**config.mk**
```make
export PLATFORM = sky130hd
export DESIGN_NAME = ctrl_sequencer_flat
export DESIGN_NICKNAME = d
export VERILOG_FILES = /design/src/rtl/ctrl_sequencer_pkg.sv /design/src/rtl/ctrl_sequencer_if.sv /design/src/rtl/ctrl_sequencer_tstate_counter.sv /design/src/rtl/ctrl_sequencer.sv /design/src/flat_wrapper.sv
export SDC_FILE = /design/constraint.sdc
export NUM_CORES = 1
export LEC_CHECK = 0
export ABC_CLOCK_PERIOD_IN_PS = 1580
export CAP_MARGIN = 0
export CORE_MARGIN = 5
export CORE_UTILIZATION = 36
export CTS_CLUSTER_DIAMETER = 100
export DETAILED_ROUTE_END_ITERATION = 6
export PLACE_DENSITY = 0.74
export SLEW_MARGIN = 20
export SYNTH_ARGS = -nofsm -noshare
export SYNTH_HDL_FRONTEND = slang
export SYNTH_HIERARCHICAL = 1
export SYNTH_SLANG_ARGS = --single-unit
export TNS_END_PERCENT = 30
```
**constraint.sdc**
```tcl
create_clock -name clk -period 1.58 [get_ports clk]
set_clock_uncertainty 0.15 [all_clocks]
set_input_delay 0.158 -clock clk [delete_from_list [all_inputs] [get_ports clk]]
set_output_delay 0.158 -clock clk [all_outputs]
set_load 0.01 [all_outputs]
```
**src/rtl/ctrl_sequencer_pkg.sv**
```systemverilog
// Shared definitions for the CPU control sequencer: opcodes, T-state encodings
// and bit positions inside the internal control word.
package cpu_ctrl_pkg;

    localparam logic [3:0] OP_LDA = 4'b0000;
    localparam logic [3:0] OP_ADD = 4'b0001;
    localparam logic [3:0] OP_SUB = 4'b0010;
    localparam logic [3:0] OP_STA = 4'b0011;
    localparam logic [3:0] OP_JMP = 4'b0100;
    localparam logic [3:0] OP_OUT = 4'b1110;
    localparam logic [3:0] OP_HLT = 4'b1111;

    // The encoding doubles as the TSTATE output value, so HALT must be 0.
    typedef enum logic [2:0] {
        T_HALT = 3'd0,
        T1     = 3'd1,
        T2     = 3'd2,
        T3     = 3'd3,
        T4     = 3'd4,
        T5     = 3'd5,
        T6     = 3'd6
    } tstate_e;

    localparam int CW_PC_OUT   = 0;
    localparam int CW_PC_INC   = 1;
    localparam int CW_PC_LOAD  = 2;
    localparam int CW_MAR_LOAD = 3;
    localparam int CW_RAM_OUT  = 4;
    localparam int CW_RAM_WE   = 5;
    localparam int CW_IR_LOAD  = 6;
    localparam int CW_IR_OUT   = 7;
    localparam int CW_A_LOAD   = 8;
    localparam int CW_A_OUT    = 9;
    localparam int CW_B_LOAD   = 10;
    localparam int CW_ALU_OUT  = 11;
    localparam int CW_ALU_SUB  = 12;
    localparam int CW_OUT_LOAD = 13;
    localparam int CW_W        = 14;

    typedef logic [CW_W-1:0] ctrl_word_t;

endpackage

```
**src/rtl/ctrl_sequencer_if.sv**
```systemverilog
// Bus-side signals of the control sequencer: enable and opcode in, one-hot
// register controls and status out.
interface ctrl_sequencer_if #(
    parameter int OPCODE_W = 4
);
    logic                ENABLE;
    logic [OPCODE_W-1:0] OPCODE;
    logic                PC_OUT;
    logic                PC_INC;
    logic                PC_LOAD;
    logic                MAR_LOAD;
    logic                RAM_OUT;
    logic                RAM_WE;
    logic                IR_LOAD;
    logic                IR_OUT;
    logic                A_LOAD;
    logic                A_OUT;
    logic                B_LOAD;
    logic                ALU_OUT;
    logic                ALU_SUB;
    logic                OUT_LOAD;
    logic                HALTED;
    logic [2:0]          TSTATE;

    modport master (
        input  ENABLE, OPCODE,
        output PC_OUT, PC_INC, PC_LOAD, MAR_LOAD, RAM_OUT, RAM_WE, IR_LOAD,
               IR_OUT, A_LOAD, A_OUT, B_LOAD, ALU_OUT, ALU_SUB, OUT_LOAD,
               HALTED, TSTATE
    );

    modport slave (
        output ENABLE, OPCODE,
        input  PC_OUT, PC_INC, PC_LOAD, MAR_LOAD, RAM_OUT, RAM_WE, IR_LOAD,
               IR_OUT, A_LOAD, A_OUT, B_LOAD, ALU_OUT, ALU_SUB, OUT_LOAD,
               HALTED, TSTATE
    );
endinterface

```
**src/rtl/ctrl_sequencer_tstate_counter.sv**
```systemverilog
// T-state counter: advances T1..LAST_T when enabled, can jump back to T1 early,
// locks in HALT until reset.
module tstate_counter
    import cpu_ctrl_pkg::*;
#(
    parameter int LAST_T = 6
) (
    input  logic    clk,
    input  logic    srst,
    input  logic    en,
    input  logic    clr,
    input  logic    halt,
    output tstate_e state
);

    tstate_e state_q;
    tstate_e state_d;

    always_comb begin
        state_d = state_q;
        if (en && state_q != T_HALT) begin
            if (halt) begin
                state_d = T_HALT;
            end else if (clr || state_q == tstate_e'(3'(LAST_T))) begin
                state_d = T1;
            end else begin
                state_d = tstate_e'(3'(state_q) + 3'd1);
            end
        end
    end

    always_ff @(posedge clk) begin
        if (srst) begin
            state_q <= T1;
        end else begin
            state_q <= state_d;
        end
    end

    assign state = state_q;

endmodule

```
**src/rtl/ctrl_sequencer.sv**
```systemverilog
// Control sequencer: fixed three-cycle fetch followed by a per-opcode execute
// phase, decoding (T-state, opcode) into a one-hot register control word.
module ctrl_sequencer
    import cpu_ctrl_pkg::*;
#(
    parameter int OPCODE_W = 4,
    parameter int NUM_T    = 6
) (
    input  logic               clk,
    input  logic               REST,
    ctrl_sequencer_if.master   bus
);

    logic                live;
    logic [OPCODE_W-1:0] opcode;
    tstate_e             tstate;
    logic                early_clr;
    logic                halt_req;
    ctrl_word_t          ctrl_word;
    logic [4:0]          bus_drivers;

    assign live   = bus.ENABLE & ~REST;
    assign opcode = bus.OPCODE;

    tstate_counter #(
        .LAST_T (NUM_T)
    ) u_tstate (
        .clk   (clk),
        .srst  (REST),
        .en    (live),
        .clr   (early_clr),
        .halt  (halt_req),
        .state (tstate)
    );

    // Short instructions leave from T4; only the counter looks at these.
    always_comb begin
        early_clr = 1'b0;
        halt_req  = 1'b0;
        if (tstate == T4) begin
            case (opcode)
                OP_LDA, OP_ADD, OP_SUB, OP_STA: early_clr = 1'b0;
                OP_HLT:                         halt_req  = 1'b1;
                default:                        early_clr = 1'b1;
            endcase
        end
    end

    always_comb begin
        ctrl_word = '0;
        if (live) begin
            case (tstate)
                T1: begin
                    ctrl_word[CW_PC_OUT]   = 1'b1;
                    ctrl_word[CW_MAR_LOAD] = 1'b1;
                end
                T2: ctrl_word[CW_PC_INC] = 1'b1;
                T3: begin
                    ctrl_word[CW_RAM_OUT] = 1'b1;
                    ctrl_word[CW_IR_LOAD] = 1'b1;
                end
                T4: begin
                    case (opcode)
                        OP_LDA, OP_ADD, OP_SUB, OP_STA: begin
                            ctrl_word[CW_IR_OUT]   = 1'b1;
                            ctrl_word[CW_MAR_LOAD] = 1'b1;
                        end
                        OP_JMP: begin
                            ctrl_word[CW_IR_OUT]  = 1'b1;
                            ctrl_word[CW_PC_LOAD] = 1'b1;
                        end
                        OP_OUT: begin
                            ctrl_word[CW_A_OUT]    = 1'b1;
                            ctrl_word[CW_OUT_LOAD] = 1'b1;
                        end
                        default: ctrl_word = '0;
                    endcase
                end
                T5: begin
                    case (opcode)
                        OP_LDA: begin
                            ctrl_word[CW_RAM_OUT] = 1'b1;
                            ctrl_word[CW_A_LOAD]  = 1'b1;
                        end
                        OP_ADD, OP_SUB: begin
                            ctrl_word[CW_RAM_OUT] = 1'b1;
                            ctrl_word[CW_B_LOAD]  = 1'b1;
                        end
                        OP_STA: begin
                            ctrl_word[CW_A_OUT]  = 1'b1;
                            ctrl_word[CW_RAM_WE] = 1'b1;
                        end
                        default: ctrl_word = '0;
                    endcase
                end
                T6: begin
                    case (opcode)
                        OP_ADD: begin
                            ctrl_word[CW_ALU_OUT] = 1'b1;
                            ctrl_word[CW_A_LOAD]  = 1'b1;
                        end
                        OP_SUB: begin
                            ctrl_word[CW_ALU_OUT] = 1'b1;
                            ctrl_word[CW_A_LOAD]  = 1'b1;
                            ctrl_word[CW_ALU_SUB] = 1'b1;
                        end
                        default: ctrl_word = '0;
                    endcase
                end
                default: ctrl_word = '0;
            endcase
        end
    end

    assign bus.PC_OUT   = ctrl_word[CW_PC_OUT];
    assign bus.PC_INC   = ctrl_word[CW_PC_INC];
    assign bus.PC_LOAD  = ctrl_word[CW_PC_LOAD];
    assign bus.MAR_LOAD = ctrl_word[CW_MAR_LOAD];
    assign bus.RAM_OUT  = ctrl_word[CW_RAM_OUT];
    assign bus.RAM_WE   = ctrl_word[CW_RAM_WE];
    assign bus.IR_LOAD  = ctrl_word[CW_IR_LOAD];
    assign bus.IR_OUT   = ctrl_word[CW_IR_OUT];
    assign bus.A_LOAD   = ctrl_word[CW_A_LOAD];
    assign bus.A_OUT    = ctrl_word[CW_A_OUT];
    assign bus.B_LOAD   = ctrl_word[CW_B_LOAD];
    assign bus.ALU_OUT  = ctrl_word[CW_ALU_OUT];
    assign bus.ALU_SUB  = ctrl_word[CW_ALU_SUB];
    assign bus.OUT_LOAD = ctrl_word[CW_OUT_LOAD];
    assign bus.HALTED   = (tstate == T_HALT);
    assign bus.TSTATE   = 3'(tstate);

    // Shared bus: at most one driver, and the PC never counts and jumps at once.
    assign bus_drivers = {ctrl_word[CW_PC_OUT], ctrl_word[CW_RAM_OUT],
                          ctrl_word[CW_IR_OUT], ctrl_word[CW_A_OUT],
                          ctrl_word[CW_ALU_OUT]};

    a_single_bus_driver: assert property (@(posedge clk) $onehot0(bus_drivers));
    a_pc_inc_xor_load:   assert property (@(posedge clk)
                             !(ctrl_word[CW_PC_INC] && ctrl_word[CW_PC_LOAD]));

endmodule

```
**src/flat_wrapper.sv**
```systemverilog
// flat-port wrapper written by rule: the top's interface ports become plain ports
module ctrl_sequencer_flat import cpu_ctrl_pkg::*;
#(
    parameter int OPCODE_W = 4,
    parameter int NUM_T    = 6
)
  (clk, REST, bus_ENABLE, bus_OPCODE, bus_PC_OUT, bus_PC_INC, bus_PC_LOAD, bus_MAR_LOAD, bus_RAM_OUT, bus_RAM_WE, bus_IR_LOAD, bus_IR_OUT, bus_A_LOAD, bus_A_OUT, bus_B_LOAD, bus_ALU_OUT, bus_ALU_SUB, bus_OUT_LOAD, bus_HALTED, bus_TSTATE);
  ctrl_sequencer_if #(.OPCODE_W(OPCODE_W)) bus_i ();
  input  logic clk;
  input  logic REST;
  input wire logic [$bits(bus_i.ENABLE)-1:0] bus_ENABLE;
  input wire logic [$bits(bus_i.OPCODE)-1:0] bus_OPCODE;
  output wire logic [$bits(bus_i.PC_OUT)-1:0] bus_PC_OUT;
  output wire logic [$bits(bus_i.PC_INC)-1:0] bus_PC_INC;
  output wire logic [$bits(bus_i.PC_LOAD)-1:0] bus_PC_LOAD;
  output wire logic [$bits(bus_i.MAR_LOAD)-1:0] bus_MAR_LOAD;
  output wire logic [$bits(bus_i.RAM_OUT)-1:0] bus_RAM_OUT;
  output wire logic [$bits(bus_i.RAM_WE)-1:0] bus_RAM_WE;
  output wire logic [$bits(bus_i.IR_LOAD)-1:0] bus_IR_LOAD;
  output wire logic [$bits(bus_i.IR_OUT)-1:0] bus_IR_OUT;
  output wire logic [$bits(bus_i.A_LOAD)-1:0] bus_A_LOAD;
  output wire logic [$bits(bus_i.A_OUT)-1:0] bus_A_OUT;
  output wire logic [$bits(bus_i.B_LOAD)-1:0] bus_B_LOAD;
  output wire logic [$bits(bus_i.ALU_OUT)-1:0] bus_ALU_OUT;
  output wire logic [$bits(bus_i.ALU_SUB)-1:0] bus_ALU_SUB;
  output wire logic [$bits(bus_i.OUT_LOAD)-1:0] bus_OUT_LOAD;
  output wire logic [$bits(bus_i.HALTED)-1:0] bus_HALTED;
  output wire logic [$bits(bus_i.TSTATE)-1:0] bus_TSTATE;
  assign bus_i.ENABLE = bus_ENABLE;
  assign bus_i.OPCODE = bus_OPCODE;
  assign bus_PC_OUT = bus_i.PC_OUT;
  assign bus_PC_INC = bus_i.PC_INC;
  assign bus_PC_LOAD = bus_i.PC_LOAD;
  assign bus_MAR_LOAD = bus_i.MAR_LOAD;
  assign bus_RAM_OUT = bus_i.RAM_OUT;
  assign bus_RAM_WE = bus_i.RAM_WE;
  assign bus_IR_LOAD = bus_i.IR_LOAD;
  assign bus_IR_OUT = bus_i.IR_OUT;
  assign bus_A_LOAD = bus_i.A_LOAD;
  assign bus_A_OUT = bus_i.A_OUT;
  assign bus_B_LOAD = bus_i.B_LOAD;
  assign bus_ALU_OUT = bus_i.ALU_OUT;
  assign bus_ALU_SUB = bus_i.ALU_SUB;
  assign bus_OUT_LOAD = bus_i.OUT_LOAD;
  assign bus_HALTED = bus_i.HALTED;
  assign bus_TSTATE = bus_i.TSTATE;
  ctrl_sequencer #(.OPCODE_W(OPCODE_W), .NUM_T(NUM_T)) u_core (.clk(clk), .REST(REST), .bus(bus_i));
endmodule
```
==> tab_implementation.tex, run 1 <==
\begin{tabular}{lr}
\hline
Metric & Value \\
\hline
\multicolumn{2}{l}{\textbf{Run status}} \\
Outcome & finished with violations \\
Violations in the final reports & negative setup slack \\
\multicolumn{2}{l}{\textbf{STA}} \\
Number of hold-slack violations in the final timing report & 0 \\
Number of failing setup endpoints in the final timing report & 13 \\
Setup repair after global routing missed its margin & true \\
Worst-case headroom to the max-slew limit & 0.782 \\
Post-layout worst setup margin & -0.161 ns \\
Post-route clock period utilization & 1.10 \\
Maximum clock frequency & 574 MHz \\
Min Clock Period, post-route & 1.74 ns \\
Number of max-slew violations in the final report & 0 \\
Worst slew pin tran & 0.325 ns \\
\multicolumn{2}{l}{\textbf{Worst setup path}} \\
Arrival time of the worst setup path & 1.43 ns \\
Critical path required time & 1.27 ns \\
Startpoint of the most critical setup path & u\_core/u\_tstate/state[1] \\
Critical path buffers and inverters & 1 \\
Cells traversed along the worst timing path & nand2b\_4 > or3\_1 > a311oi\_2 > buf\_2 \\
Delay of the slowest cell on the worst path & 0.34 ns \\
Reg-to-Reg Start & u\_core/u\_tstate/state[0] \\
Slowest cell on the critical path & dfxtp\_2 \\
Gate family responsible for the most delay along the worst path & simple AND/OR/NAND/NOR gates \\
Type of destination of the critical path & output port \\
Max Fanout on Critical Path & 5 \\
Startpoint-to-endpoint class of the critical path & reg -> out \\
Kind of start point of the critical path & flop \\
\multicolumn{2}{l}{\textbf{Final layout}} \\
Share of cells above drive strength 1 & 0.584 \\
Sequential cell area in the final layout & 68.8 µm² \\
Total area of multi-input combinational cells & 576 µm² \\
Net total in the final layout & 136 \\
Layout filler cell count & 111 \\
Final design area excluding fillers & 0.00108 mm² \\
Layout Area Growth over Synthesis & 102\% \\
Max reg flops & 3 \\
Count of inserted antenna diode cells & 0 \\
\multicolumn{2}{l}{\textbf{Power}} \\
Power density over cell area & 498 mW/mm² \\
Leakage dissipation & 0.514 nW \\
Post-route total power & 0.536 mW \\
VDD IR max & 0.460 mV \\
\multicolumn{2}{l}{\textbf{Synth}} \\
Ys Warns & 6 \\
Number of flops mapped to enable cells by yosys & 0 \\
Synth Area per Inst & 6.85 µm² \\
Post-Synthesis Net Count & 88 \\
Yosys top cell area share & 0.112 \\
Number of different library cells in the post-synthesis netlist & 34 \\
Main flop type after synthesis & dfxtp\_1 \\
Share of flip-flops with an asynchronous set or reset after synthesis & 0 \\
Cell with the most instances after synthesis & nand2\_1 \\
Area of the mapped netlist & 534 µm² \\
Cell types with the highest counts after synthesis & nand2\_1 (10), nor2\_1 (6), nor3\_1 (6) \\
Area leader, netlist & dfxtp\_1 \\
Ranking of synthesized cells by area & dfxtp\_1 (11\%), ha\_1 (7.0\%), nand2\_1 (7.0\%) \\
Sequential area share after synthesis & 0.112 \\
Cells after synthesis & 78 \\
Count of state elements after synthesis & 3 \\
\multicolumn{2}{l}{\textbf{GRT}} \\
Via count of the first global-routing pass & 798 \\
Maximum number of pins on one net before global-route repair & 11 \\
Gr usage total & 0.176 \\
Antenna violations before repair & 0 \\
Overflow left after global routing & 0 \\
First-pass GRT wire length & 3390 µm \\
\multicolumn{2}{l}{\textbf{CTS}} \\
Number of buffers added by the clock tree synthesis step & 3 \\
Clock tree from TritonCTS & built \\
CTS sink count & 3 \\
Count of hold-fix buffers inserted at cts & 0 \\
Max Buffers Root-to-Sink & 2 \\
Worst-skew pair later-pin latency & 0.24 ns \\
Root Buffer Master & clkbuf\_4 \\
Maximum level of the CTS H-tree & 1 \\
Clock input transition at the sequential cells of the worst setup and hold paths & 0.04 ns \\
\multicolumn{2}{l}{\textbf{Floorplan}} \\
Boundary Pins & 25 \\
Die Footprint & 0.00235 mm² \\
Height of the chip & 48.5 µm \\
Chip Width & 48.5 µm \\
Core region area & 0.00145 mm² \\
Initial Utilization & 0.367 \\
Number of rows in the core area & 14 \\
\multicolumn{2}{l}{\textbf{Placed design}} \\
PortBufs & 24 \\
Placement Setup Slack & -0.688 ns \\
Area after DPL & 922 µm² \\
Post-DP HPWL & 1400 µm \\
Final estimated routing congestion in global placement & 0.758 \\
\multicolumn{2}{l}{\textbf{Routing}} \\
Routed wire length & 2290 µm \\
Number of violations reported at the end of detailed-routing iteration 0 & 11 \\
Remaining routing DRC violations & 0 \\
Total number of vias & 799 \\
Average wire per standard cell & 16.2 µm \\
Drt first pass iters & 4 \\
Number of antenna-violating nets in the routed design & 0 \\
Number of vias per cell & 5.67 \\
\multicolumn{2}{l}{\textbf{Run}} \\
Number of max-capacitance violations reported & 0 \\
\multicolumn{2}{l}{\textbf{Hold path}} \\
Worst hold-check path type & in -> reg \\
Worst hold path startpoint & REST \\
\hline
\end{tabular}
[routing by layer]
metal / up-vias / track usage / share of wire
met2: 31 / 0.315 / 0.56
li1: 373 / - / -
met1: 389 / 0.180 / 0.37
met4: 0 / 0.121 / 0.025
met3: 6 / 0.0307 / 0.052
met5: - / 0 / 0
[logic make-up after synthesis]
logic type               count (synthesis)  synth area share
adder cells (fa/ha/maj)                  3            0.0703
flip-flops                               3             0.112
buffers and inverters                   10            0.0937
AO/OA/AOI/OAI                           14             0.197
XOR/XNOR                                 1            0.0164
AND/OR/NAND/NOR                         47             0.511
[worst register-to-register path: cells and delay by family (launching register included)]
family	cells	cell delay [ns]
flip-flops	1	0.41
AND/OR/NAND/NOR	2	0.34
AO/OA/AOI/OAI	1	0.29
buffers and inverters	2	0.22
adder cells (fa/ha/maj)	1	0.20
[timing repair]
| item | 4_1_cts | 5_1_grt |
|---|---|---|
| cloned | 0 | 0 |
| pin swaps | 8 | 8 |
| setup buffers | 2 | 5 |
| gates resized for setup | 83 | 17 |
| hold endpoints to repair | 0 | 0 |
| setup endpoints to repair | 20 | 17 |
[worst paths after layout]
path | cells after the start | endpoint | slack (ns)
worst max-delay path | 4 | bus_A_LOAD | -0.16
worst max register to register | 6 | u_core/u_tstate/state[0] | -0.15
worst min-delay path | 3 | u_core/u_tstate/state[2] | 0.25
worst min register to register | 2 | u_core/u_tstate/state[0] | 0.56
[power by group]
part / internal (mW) / switching [mW]
sequential: 0.0855 / 0.0162
clock: 0.0950 / 0.0462
combinational: 0.151 / 0.142
[metrics by stage]
step	hold slack [ns]	instances	setup TNS, ns	util
floorplan	0.0996	78	-0.0598	-
CTS	0.234	136	-1.06	0.667
global placement	0.565	130	-8.63	0.634
detailed placement	0.562	130	-9.16	0.634
global route	0.264	141	-1.90	0.741
finish	0.248	141	-0.867	0.741
[cell type report]
cell class,count,share of cell area
Timing Repair Buffer,48,0.339
Inverter,5,0.0197
Clock buffer,4,0.0244
Tap cell,16,0.0186
Sequential cell,3,0.0639
Multi-Input combinational cell,65,0.534
[placed cells by master (no fill, tap or decap), drive strengths merged, types with 3 or more instances in the layout]
master	n
a21oi	3
nor2b	4
nand2	10
buf	37
inv	5
dfxtp	3
dlygate4sd2	7
nor3	6
o21ai	4
clkbuf	4
nand2b	6
ha	3
nor2	6
(Power assumes the default switching activity.)
==> run 2: changes to the inputs <==
GPL_ROUTABILITY_DRIVEN = 0   (was unset)
==> results of run 2 <==
Final layout, timing and power as in run 1 (identical DEF).
